## src/rtl/jcnt_sched.sv

```systemverilog
// Two-requester round-robin scheduler sharing one Johnson counter; optional JCNT_SCHED_ABORT_EN.
// Latency: grant edge, then one q step per edge for len cycles, then a 1-cycle done pulse.
// Backpressure: level req, no queuing; a run is fixed once granted unless the abort feature is built in.
module jcnt_sched #(
  parameter int JW = 4,
  parameter int LW = 4
) (
  input  logic          clk,
  input  logic          rst,
  input  logic [1:0]    req,
  input  logic [LW-1:0] len0,
  input  logic [LW-1:0] len1,
  output logic [1:0]    gnt,
  output logic [1:0]    done,
  output logic          busy,
  output logic [JW-1:0] q
);

  typedef enum logic [1:0] {IDLE, RUN, DONE} state_t;

  state_t        state;
  logic          ptr;
  logic          g;
  logic [LW-1:0] rem;
  logic          pick;
  logic [LW-1:0] pick_len;
  logic [JW-1:0] q_next;

  // With both requesting, ptr names the preferred side; otherwise the lone requester wins.
  always_comb begin
    pick     = (req == 2'b11) ? ptr : req[1];
    pick_len = pick ? len1 : len0;
    q_next   = {q[JW-2:0], ~q[JW-1]};
  end

  always_ff @(posedge clk or negedge rst) begin
    if (!rst) begin
      state <= IDLE;
      ptr   <= 1'b0;
      g     <= 1'b0;
      rem   <= '0;
      q     <= '0;
      gnt   <= 2'b00;
      done  <= 2'b00;
      busy  <= 1'b0;
    end else begin
      done <= 2'b00;
      case (state)
        IDLE: begin
          if (req != 2'b00) begin
            g    <= pick;
            busy <= 1'b1;
            if (pick_len == '0) begin
              state <= DONE;
              done  <= {pick, ~pick};
            end else begin
              state <= RUN;
              rem   <= pick_len;
              gnt   <= {pick, ~pick};
            end
          end
        end
        RUN: begin
`ifdef JCNT_SCHED_ABORT_EN
          if (!req[g]) begin
            state <= IDLE;
            gnt   <= 2'b00;
            busy  <= 1'b0;
            rem   <= '0;
            ptr   <= ~g;
          end else
`endif
          begin
            q   <= q_next;
            rem <= rem - 1'b1;
            if (rem == LW'(1)) begin
              state <= DONE;
              gnt   <= 2'b00;
              done  <= {g, ~g};
            end
          end
        end
        DONE: begin
          state <= IDLE;
          busy  <= 1'b0;
          ptr   <= ~g;
        end
        default: state <= IDLE;
      endcase
    end
  end

endmodule
```

## config.mk

```make
export PLATFORM = sky130hd
export DESIGN_NAME = jcnt_sched
export DESIGN_NICKNAME = d
export VERILOG_FILES = /design/src/rtl/jcnt_sched.sv
export SDC_FILE = /design/constraint.sdc
export NUM_CORES = 1
export LEC_CHECK = 0
export CAP_MARGIN = 5
export CORE_AREA = 3 3 56 58
export DETAILED_ROUTE_END_ITERATION = 10
export DIE_AREA = 0 0 59 61
export PLACE_DENSITY = 0.56
export SYNTH_ARGS = -nofsm -noshare
export SYNTH_HDL_FRONTEND = slang
export SYNTH_SLANG_ARGS = --single-unit
export TNS_END_PERCENT = 30
```

## constraint.sdc

```tcl
create_clock -name clk -period 1.4 [get_ports clk]
set_input_delay 0.28 -clock clk [delete_from_list [all_inputs] [get_ports clk]]
set_output_delay 0.28 -clock clk [all_outputs]
set_load 0.02 [all_outputs]
```

==> results_dict.tcl <==
set metrics [dict create \
    clk_path_buf_depth 2 \
    postLayoutCoreUtil_pct 54.2 \
    slowest_cell_on_crit_path "sky130_fd_sc_hd__clkdlybuf4s50_1" \
    p_leak_nw 0.746 \
    die_height_um 61 \
    clock_skew_ns 0.00270 \
    numClockSinks 17 \
    initial_antenna_violation_count 0 \
    fillerInstances 251 \
    synthCells 93 \
    wire_length_of_the_first_global_routing_pass_um 3990 \
    clkLatencyLatePin_ns 0.30 \
    clkTransAtPathRegs_ns 0.10 \
    peak_ir_drop_on_the_vdd_network_mv 1.10 \
    worst_hold_path_type "in2async" \
    critPathRequiredTime_ns 1.60 \
    max_stage_delay_ns 0.52 \
    startpoint_type "primary input" \
    timing.max_cap.violations 0 \
    diodes 0 \
    yosysTopAreaCellShare_pct 46.1 \
    tritoncts.num_buffers 3 \
    fin_crit_sh_pct 109 \
    drt_first_pass_iters 6 \
    numPortBuffers 20 \
    finalInstanceArea_mm2 0.00147 \
    area_delta_synth_final_pct 59.2 \
    core.rowCount 19 \
    antenna_left 0 \
    hold_slack_ns 0.300 \
    placement.setup.worst_slack_ns -0.615 \
    detail_route.wirelength_um 2370 \
    outcome "finished with violations" \
    numPlacedInstances 170 \
    yosys-top-cells-area "sky130_fd_sc_hd__dfrtp_1, sky130_fd_sc_hd__nand2_1, sky130_fd_sc_hd__mux2i_1" \
    totalPowerFinal_mw 2.96 \
    regToRegEndpoint "rem[1]" \
    critical_path_arrival_ns 1.73 \
    grt_util_all_layers_pct 14.6 \
    synth.net_count 107 \
    dpl_cell_area_mm2 0.00136 \
    drt-wirelength-per-cell_um 13.1 \
    ctsRootBufferMaster "sky130_fd_sc_hd__clkbuf_4" \
    route.detailed.vias_per_inst 5.09 \
    dpl.hpwl_um 1830 \
    cts_tree "built" \
    max_slew_violation_count 0 \
    register_area_um2 427 \
    grt_setup_unrepaired "true" \
    initial_utilization_pct 34.0 \
    num-nets-final 165 \
    regToRegStartpoint "ptr" \
    setup_violations 8 \
    yosysWarningCount 0 \
    timing.final.ws_setup_ns -0.129 \
    design.portCount 21 \
    post_synth.cell_area_avg_um2 9.92 \
    multiInputGateArea_um2 489 \
    p_per_area_mw_per_mm2 2010 \
    slew_headroom_pct 75.3 \
    cts-htree-levels 1 \
    fraction_of_final_layout_cells_with_drive_strength_greater_than_1_pct 39.3 \
    post_synth_num_cell_types 37 \
    timing_worst_slew_pin_value_ns 0.367 \
    grt_remaining_overflow 0 \
    yosysSeqAreaShare_pct 46.1 \
    worstRegToRegCells 4 \
    die_area_mm2 0.00360 \
    routabilityCongestion 0.867 \
    synthesis.area_um2 922 \
    core_area_mm2 0.00271 \
    layoutNonFillerInstCount 181 \
    setup_tns_ns -0.631 \
    regToRegSetupSlack_ns -0.11 \
    final-hold-violation-count 0 \
    failed_checks "negative setup slack" \
    route.detailed.drc 0 \
    post-route-min-period_ns 1.53 \
    die_width_um 59 \
    route.vias.total 921 \
    hold_buffers 0 \
    crit_chain "clkdlybuf4s50_1 > o21ai_4 > mux2i_4 > a211o_1 > o31a_1" \
    worst_setup_path_end_kind "register" \
    maximum_number_of_pins_on_one_net_before_global_route_repair 18 \
    crit_path_max_fanout 6 \
    fmaxAchievable_mhz 654 \
    postSynthRegisterBits 17 \
    synthDominantAreaCellType "sky130_fd_sc_hd__dfrtp_1" \
    setup.worst_path.class "in2reg" \
    grt_pass1_vias 920 \
    drt_first_iter_violations 10 \
]
## final cells by class
type                       instances  area share (%)
multi-input combinational         67            33.3
timing repair buffer              58            32.1
sequential                        17            29.1
tap                               31            2.64
clock buffer                       3            1.53
inverter                           4            1.02
clock inverter                     1           0.341
## registers in the layout (all words and copies together), names as in the netlist
register and cells:
ptr 1, done 2, g 1, q 4, busy 1, gnt 2, rem 4, state 2
## Yosys cell counts, drive strengths merged
cell	count
nand3	1
o32a	1
clkbuf	2
or3	1
a211o	1
a21oi	4
a22o	2
mux2i	5
inv	4
a21boi	1
ha	2
buf	3
or4	2
o21ai	6
a211oi	1
a32o	1
nand2	15
mux2	1
nand3b	1
a21o	1
nor2b	1
o31ai	1
nor3b	1
nor3	3
o31a	1
a32oi	1
o311ai	1
or2b	1
dfrtp	17
nand2b	1
o21a	1
o22ai	2
nor2	7
## cells in the final DEF, fill, tap and decap left out, types with 2 or more instances in the layout
| cell type | count |
|---|---|
| sky130_fd_sc_hd__a21oi_1 | 4 |
| sky130_fd_sc_hd__a22o_1 | 2 |
| sky130_fd_sc_hd__buf_4 | 37 |
| sky130_fd_sc_hd__clkbuf_4 | 3 |
| sky130_fd_sc_hd__clkdlybuf4s50_1 | 2 |
| sky130_fd_sc_hd__dfrtp_1 | 16 |
| sky130_fd_sc_hd__dlygate4sd2_1 | 17 |
| sky130_fd_sc_hd__ha_1 | 2 |
| sky130_fd_sc_hd__inv_1 | 2 |
| sky130_fd_sc_hd__inv_2 | 2 |
| sky130_fd_sc_hd__mux2i_1 | 4 |
| sky130_fd_sc_hd__nand2_1 | 15 |
| sky130_fd_sc_hd__nor2_1 | 5 |
| sky130_fd_sc_hd__nor2_2 | 2 |
| sky130_fd_sc_hd__nor3_1 | 2 |
| sky130_fd_sc_hd__o21ai_0 | 2 |
| sky130_fd_sc_hd__o21ai_1 | 3 |
| sky130_fd_sc_hd__or4_4 | 2 |
## power breakdown
group          internal (mW)  switching (mW)
Combinational          0.960           0.834
Sequential             0.715           0.175
Clock                  0.107           0.166
Total                   1.78            1.18
## what timing repair did
item	in CTS	in global routing
pin swaps	6	6
buffers inserted	4	3
endpoints found under the setup margin	18	10
gates resized for setup	22	8
## layer usage
metal  routed length (um)  up-vias  global-route usage (%)
li1                     -      449                       -
met1                 1040      440                    17.6
met2                 1170       28                    25.2
met3                  141        4                    3.83
met4                   24        0                    4.85
met5                    0        -                       0
## how the worst max path moves through the flow
stage / startpoint / to / cells past startpoint
2_1_floorplan: len0[2] / rem[1] / 4
3_3_place_gp: req[0] / rem[2] / 6
3_5_place_dp: len0[2] / rem[1] / 5
4_1_cts: ptr / rem[2] / 4
5_1_grt: ptr / rem[1] / 4
6_report: req[1] / rem[2] / 5
## kinds of logic (layout without fill, tap and decap cells)
family	count (synthesis)	after routing	share of synthesized area, %
DFF	17	17	46.1
buffers and inverters	9	66	4.88
adders and majority gates	2	2	2.71
muxes	6	6	8.01
AOI/OAI and AO/OA	25	25	20.1
and+or+nand+nor	34	34	18.2
## worst max-delay path, delay by kind of cell
kind	cells	cell delay, ns
AOI/OAI and AO/OA	3	0.70
buffers and inverters	1	0.52
muxes	1	0.22
Power figures use the tool's default switching activity.
